--- config.mk ---
export PLATFORM = sky130hd
export DESIGN_NAME = eth_tx_framer
export DESIGN_NICKNAME = d
export VERILOG_FILES = /design/src/rtl/eth_tx_framer.sv
export SDC_FILE = /design/constraint.sdc
export NUM_CORES = 1
export LEC_CHECK = 0
export BUFFER_PORTS_ARGS = -buffer_cell sky130_fd_sc_hd__buf_2
export CORE_MARGIN = 2
export CORE_UTILIZATION = 45
export DETAILED_ROUTE_END_ITERATION = 6
export GPL_TIMING_DRIVEN = 0
export MAX_ROUTING_LAYER = met4
export PLACE_DENSITY_LB_ADDON = 0.1
export SLEW_MARGIN = 20
export SYNTH_ARGS = -nofsm -noshare
export SYNTH_HDL_FRONTEND = slang
export SYNTH_SLANG_ARGS = --single-unit
--- constraint.sdc ---
create_clock -name RGMII_RX_CLK -period 5.4 [get_ports RGMII_RX_CLK]
set_clock_uncertainty 0.2 [all_clocks]
set_input_delay 1.08 -clock RGMII_RX_CLK [delete_from_list [all_inputs] [get_ports RGMII_RX_CLK]]
set_output_delay 1.08 -clock RGMII_RX_CLK [all_outputs]
set_load 0.03 [all_outputs]
--- src/rtl/eth_tx_framer.sv ---
// Ethernet transmit framer: wraps a raw byte stream with preamble/SFD, zero-pads to
// the minimum frame length, appends the reflected CRC-32 FCS and enforces the inter-frame gap.
module eth_tx_framer #(
    parameter int PREAMBLE_LEN = 7,
    parameter int MIN_FRAME    = 60,
    parameter int IFG_CYCLES   = 12
) (
    input  logic       RGMII_RX_CLK,
    input  logic       RESET_N,
    input  logic [7:0] S_DATA,
    input  logic       S_VALID,
    input  logic       S_LAST,
    output logic       S_READY,
    output logic [7:0] TX_DATA,
    output logic       TX_DV,
    output logic       BUSY,
    output logic       FRAME_DONE,
    output logic       UNDERRUN
);

    typedef enum logic [2:0] {
        ST_IDLE,
        ST_PREAMBLE,
        ST_SFD,
        ST_PAYLOAD,
        ST_PAD,
        ST_FCS,
        ST_IFG
    } state_t;

    localparam int          PRE_LAST_I = (PREAMBLE_LEN > 1) ? PREAMBLE_LEN - 1 : 0;
    localparam int          IFG_LAST_I = (IFG_CYCLES > 1) ? IFG_CYCLES - 1 : 0;
    localparam logic [15:0] PRE_LAST   = PRE_LAST_I[15:0];
    localparam logic [15:0] IFG_LAST   = IFG_LAST_I[15:0];
    localparam logic [31:0] MIN_LEN    = MIN_FRAME;
    localparam logic [31:0] CRC_POLY   = 32'hEDB88320;
    localparam logic [31:0] CRC_INIT   = 32'hFFFFFFFF;

    state_t      state_q, state_d;
    logic [7:0]  tx_data_q, tx_data_d;
    logic        tx_dv_q, tx_dv_d;
    logic [15:0] cnt_q, cnt_d;
    logic [31:0] crc_q, crc_d;
    logic [15:0] cyc_q, cyc_d;
    logic        done_q, done_d;
    logic        urun_q, urun_d;
    logic [15:0] cnt_inc;
    logic [31:0] fcs_sh;

    function automatic logic [31:0] crc_byte(input logic [31:0] crc, input logic [7:0] b);
        logic [31:0] c;
        c = crc ^ {24'd0, b};
        for (int i = 0; i < 8; i++) begin
            c = c[0] ? ((c >> 1) ^ CRC_POLY) : (c >> 1);
        end
        return c;
    endfunction

    function automatic logic [15:0] sat_inc(input logic [15:0] v);
        return (v == 16'hFFFF) ? v : v + 16'd1;
    endfunction

    assign S_READY    = (state_q == ST_SFD) || (state_q == ST_PAYLOAD);
    assign BUSY       = (state_q != ST_IDLE);
    assign TX_DATA    = tx_data_q;
    assign TX_DV      = tx_dv_q;
    assign FRAME_DONE = done_q;
    assign UNDERRUN   = urun_q;

    always_comb begin
        state_d   = state_q;
        tx_data_d = 8'h00;
        tx_dv_d   = 1'b0;
        cnt_d     = cnt_q;
        crc_d     = crc_q;
        cyc_d     = cyc_q;
        done_d    = 1'b0;
        urun_d    = 1'b0;
        cnt_inc   = sat_inc(cnt_q);
        fcs_sh    = (~crc_q) >> {cyc_q[1:0], 3'b000};

        case (state_q)
            ST_IDLE: begin
                if (S_VALID) begin
                    state_d   = ST_PREAMBLE;
                    tx_data_d = 8'h55;
                    tx_dv_d   = 1'b1;
                    cnt_d     = 16'd0;
                    crc_d     = CRC_INIT;
                    cyc_d     = 16'd0;
                end
            end
            ST_PREAMBLE: begin
                tx_dv_d = 1'b1;
                if (cyc_q >= PRE_LAST) begin
                    state_d   = ST_SFD;
                    tx_data_d = 8'hD5;
                end else begin
                    tx_data_d = 8'h55;
                    cyc_d     = cyc_q + 16'd1;
                end
            end
            ST_SFD, ST_PAYLOAD: begin
                if (S_VALID) begin
                    tx_dv_d   = 1'b1;
                    tx_data_d = S_DATA;
                    cnt_d     = cnt_inc;
                    crc_d     = crc_byte(crc_q, S_DATA);
                    if (S_LAST) begin
                        cyc_d   = 16'd0;
                        state_d = ({16'd0, cnt_inc} < MIN_LEN) ? ST_PAD : ST_FCS;
                    end else begin
                        state_d = ST_PAYLOAD;
                    end
                end else begin
                    // Source starved mid-frame: abandon it without an FCS.
                    urun_d  = 1'b1;
                    cyc_d   = 16'd0;
                    state_d = ST_IFG;
                end
            end
            ST_PAD: begin
                tx_dv_d = 1'b1;
                cnt_d   = cnt_inc;
                crc_d   = crc_byte(crc_q, 8'h00);
                if ({16'd0, cnt_inc} >= MIN_LEN) begin
                    state_d = ST_FCS;
                end
            end
            ST_FCS: begin
                tx_dv_d   = 1'b1;
                tx_data_d = fcs_sh[7:0];
                if (cyc_q[1:0] == 2'd3) begin
                    done_d  = 1'b1;
                    cyc_d   = 16'd0;
                    state_d = ST_IFG;
                end else begin
                    cyc_d = cyc_q + 16'd1;
                end
            end
            ST_IFG: begin
                if (cyc_q >= IFG_LAST) begin
                    state_d = ST_IDLE;
                end else begin
                    cyc_d = cyc_q + 16'd1;
                end
            end
            default: begin
                state_d = ST_IDLE;
            end
        endcase
    end

    always_ff @(posedge RGMII_RX_CLK) begin
        if (!RESET_N) begin
            state_q   <= ST_IDLE;
            tx_data_q <= 8'h00;
            tx_dv_q   <= 1'b0;
            cnt_q     <= 16'd0;
            crc_q     <= CRC_INIT;
            cyc_q     <= 16'd0;
            done_q    <= 1'b0;
            urun_q    <= 1'b0;
        end else begin
            state_q   <= state_d;
            tx_data_q <= tx_data_d;
            tx_dv_q   <= tx_dv_d;
            cnt_q     <= cnt_d;
            crc_q     <= crc_d;
            cyc_q     <= cyc_d;
            done_q    <= done_d;
            urun_q    <= urun_d;
        end
    end

endmodule

# Yosys cells after proc, flatten, opt, wreduce, memory -nomap -nowiden
# Index checks and enable logic that the tools add are counted.
# totals
ff_bits	78
out_inout_bits	13
# classes
mux	46
bitwise_logic	18
n_shift	1
n_reduce_logical	13
add_sub_neg	2
n_eq_ne	17
magnitude_cmp	4
# ops
operator	n
$mux 32	18
$not 13->14	16
$mux 16	8
$pmux 32 s3	1
$pmux 16 s5	1
$pmux 16 s3	1
$add 16x1->16 const B	2
$not 32->32	1
$pmux 8 s4	1
$shr 32x5->8	1
$xor 32x8->32	1
$mux 3	7
$pmux 3 s6	1
$eq 16x16->1 const B	1
$ge 16x3->1 const B	1
$ge 16x4->1 const B	1
$ge 16x6->1 const B	1
$lt 16x6->1 const B	1
$mux 8	2
$ne 2x2->1 const B	8
$reduce_and 5->1	2
$eq 3x3->1 const B	3
$mux 7	1
$eq 3x2->1 const B	2
other kinds (13)	19

# Longest topological paths before layout
# depth
depth_word	19
mapped_depth	10
ltp_nobuf	8

# Worst setup path before layout
# OpenSTA, ideal clock, no wires.
# synth_path
path_type	in2reg
start	input port S_DATA[7]
end	register crc_q[19]
slack_ns	2.320
n_path_buf	1
cell_stages	7
arrival_time_ns	2.750
cell_sequence	clkbuf_2 xnor2_1 xnor2_4 xor2_4 xnor3_1 a211oi_1 o21ai_1
# synth_between
elab_chain_cells	12
# synth_lines
item	line_no	rtl
start: declaration	10	input logic [7:0] S_DATA,
$xor 32x8->32 (*)	52	c = crc ^ {24'd0, b};
$mux 32 (*)	54	c = c[0] ? ((c >> 1) ^ CRC_POLY) : (c >> 1);
$not 13->14 (no line)	-	
$mux 32 (*) (7 in a row)	54	
$mux 32 (*)	104	if (S_VALID) begin
$pmux 32 s3 (*)	82	case (state_q)
end signal: assignment	169	crc_q <= crc_d;
end: declaration	43	logic [31:0] crc_q, crc_d;
# Every way passes the cells marked *; elsewhere a longest branch is shown, timed or not. The select of a mux whose other input is x is not followed.
# A chain may end at the register's enable or synchronous reset.

# Worst setup path in the final report
# layout_path
start	register state_q[2]
end	output port BUSY
# layout_between
elab_chain_cells	1
# layout_lines
item	line_no	rtl
start: declaration	39	state_t state_q, state_d;
start signal: assignment	165	state_q <= state_d;
$reduce_bool 3->1	64	assign BUSY = (state_q != ST_IDLE);
end: declaration	16	output logic BUSY,
# Every way passes these cells.

==> results by group <==
Outcome
  – Status: complete, no violations

Setup path
  – Crit path launch type: flop
  – Crit path required time: 4120 ps
  – Worst Path Max Fanout: 10
  – Cells on worst reg2reg path: 9
  – CP Cell Sequence: clkbuf_1 > clkbuf_1 > clkbuf_1 > or3_1 > buf_2
  – Crit. End Element: output pin
  – CP delay by family, top: buffers and inverters
  – Slowest Stage Delay on Critical Path: 490 ps
  – Most used cell, CP: clkbuf_1
  – Critical path class: reg -> out
  – Critical Path Stages: 5
  – Worst path buffer plus inverter count: 4
  – WP data arrival: 2280 ps
  – CP max-delay cell: clkbuf_1

STA
  – RSZ-0062 raised after global routing: no
  – Slew Viols, Final: 0
  – Post-route clock period utilization: 66.0%
  – Setup_tns: 0 ps
  – Slew HR: 38.6%
  – Hold Vio Cnt, Final: 0
  – Fmax: 281 MHz
  – Setup Viol. Count Final: 0
  – Worst-margin pin slew: 921 ps
  – Hold slack: 291 ps
  – Fin crit period: 3560 ps

Synth
  – Post-synth net total: 664
  – Unique masters post-synth: 63
  – Post-Syn Area: 0.00545 sq mm
  – Post-synth top area share: 28.7%
  – Cells after synthesis: 648
  – Avg Cell Area, Syn: 8.41 sq um
  – Yosys warns: 0
  – Post-synth EDFFs: 0
  – Sequential share of the synthesized area: 28.7%
  – Commonest cells in the netlist: 87 x xnor2_1, 78 x dfxtp_1, 59 x nor2_1, 47 x nand2_1, 44 x a21oi_1
  – Synth top area cells: dfxtp_1 29%, xnor2_1 14%, xor2_1 4.7%, nor2_1 4.1%, a21oi_1 4.0%
  – Ys flop type: dfxtp_1
  – FF+latch count, synth: 78
  – Most frequent cell after synthesis: xnor2_1
  – Post-synthesis async set-or-reset flop share: 0%
  – Area leader, netlist: dfxtp_1

CTS
  – Total CTS buffers: 9
  – TritonCTS clock tree: built
  – Max H-tree Level: 3
  – CTS sink count: 78
  – Post-CTS sizing: 0
  – Clock-pin slew on the worst setup and hold paths: 60 ps
  – Setup bufs post-CTS: 0
  – CTS Hold Bufs: 0
  – Worst skew pair latency: 350 ps
  – Clock Path Buffers: 2
  – Root buffer cell: clkbuf_16

Final layout
  – Layout Cell Area excl Fill: 0.00603 sq mm
  – Final nets: 695
  – Ant. Diodes: 0
  – Layout cells sized above 1: 11.0%
  – Area grow syn2layout: 10.7%
  – FILL cells: 1169

Power and ir drop
  – LEAKAGE: 2.05 nW
  – Peak supply drop: 193 uV
  – Clk pwr share: 26.8%
  – Total power: 0.00224 W
  – Int Power: 0.00137 W
  – Logic pwr share: 44.0%
  – Power per cell area: 371 mW/mm^2
  – Reg power frac: 29.2%
  – Sw power: 0.000872 W
  – Net Sw Frac: 38.9%

Flow run
  – Max Cap Violations: 0

Die
  – Die W: 114 um
  – Full die area: 0.0130 sq mm
  – Initial Utilization: 45.7%
  – Num rows: 40
  – Die height: 114 um
  – Core ar.: 0.0119 sq mm
  – IO Pins: 25

Global routing
  – GRT Overall Usage: 27.6%
  – Vias in the first global route: 4610
  – Initial antenna violation count: 0
  – Global-route wire length before repair: 26.3 mm
  – Total congestion overflow: 0
  – Largest net degree at the start of global routing: 15

Routing
  – DRT Wirelength: 17.0 mm
  – Average wire per standard cell: 20.5 um
  – Routed vias: 5013
  – Via density per instance: 6.03
  – Residual DRC: 0
  – Post-DRT Antenna Nets: 0
  – Initial DRC Count: 677
  – DR pass1 iterations: 5

Worst hold path
  – Hold Path Depth: 1
  – Hold Path Class: reg -> reg

Placement
  – GP Congestion: 1.04
  – HPWL after DPL: 12.2 mm
  – PortBufs: 20
  – Placed cell area: 0.00573 sq mm
[final timing paths]
| check | startpoint | to | slack (ps) |
|---|---|---|---|
| setup / recovery | state_q[2] | BUSY | 1840 |
| hold / removal | cyc_q[6] | cyc_q[6] | 290 |
| setup reg to reg | cyc_q[0] | cyc_q[5] | 1850 |
| hold reg to reg | cyc_q[6] | cyc_q[6] | 290 |
[sequential cells by signal, summed over array words and instances, names as in the netlist]
name	count
crc_q	32
UNDERRUN	1
TX_DV	1
cyc_q	16
cnt_q	16
TX_DATA	8
FRAME_DONE	1
state_q	3
[final cells by class]
cell class                 instances  area, sq um  area share, %
timing repair buffer              20          100           1.66
clock buffer                      11          253           4.19
inverter                          16         60.1          0.995
clock inverter                     5         42.5          0.705
buffer                            47          250           4.15
tap                              147          184           3.05
sequential                        78         1560           25.9
multi-input combinational        507         3580           59.4
[routing by layer]
metal  track usage, %  wire length (um)
met1             39.0              7820
met2             40.4              7490
met5                -                 0
met3             4.68              1360
met4             8.54               322
[per-stage QoR]
step / worst slack, ps / std cells / util (%)
3_3_place_gp: 1880 / 815 / 48.1
6_report: 1840 / 831 / 50.7
5_1_grt: 1720 / 831 / 50.7
4_1_cts: 1870 / 831 / 50.6
2_1_floorplan: 2320 / 648 / -
3_5_place_dp: 1920 / 815 / 48.1
[power by group through the flow]
stage	clock [W]	sequential, W	combinational [W]
finish	0.000601	0.000654	0.000986
CTS	0.000611	0.000653	0.000968
global placement	0	0.000664	0.000958
detailed placement	0	0.000666	0.000963
global route	0.000637	0.000659	0.00105
floorplan	0	0.000670	0.000745
[cells in the final DEF, fill, tap and decap left out, types with 4 or more instances in the layout]
master,count
ha_1,4
nor2_1,59
a22oi_1,5
or3_1,5
nor3_1,15
nor4_1,7
and2_1,9
o21ai_0,42
a211oi_1,8
o211ai_1,8
inv_1,16
xor2_4,4
a221oi_1,11
and3_1,6
xnor2_1,87
or4_1,4
a31oi_1,4
clkbuf_16,9
nand4_1,5
clkbuf_1,30
nand2_1,47
a21oi_1,44
o22ai_1,9
xor2_1,29
o21ai_1,9
clkbuf_8,6
dfxtp_1,78
o221ai_1,7
mux4_2,7
buf_2,28
nand3_1,15
nand2b_1,5
[cells by family (layout without fill, tap and decap cells)]
kind of cell,count (synthesis),in the layout,synth area share (%)
multiplexers,11,11,3.95
adder cells (fa/ha/maj),5,5,1.10
AO/OA/AOI/OAI,168,168,19.3
buffers and inverters,63,99,5.69
flip-flops,78,78,28.7
XOR/XNOR,129,129,24.1
AND/OR/NAND/NOR,194,194,17.2
Power figures use the tool's default switching activity.
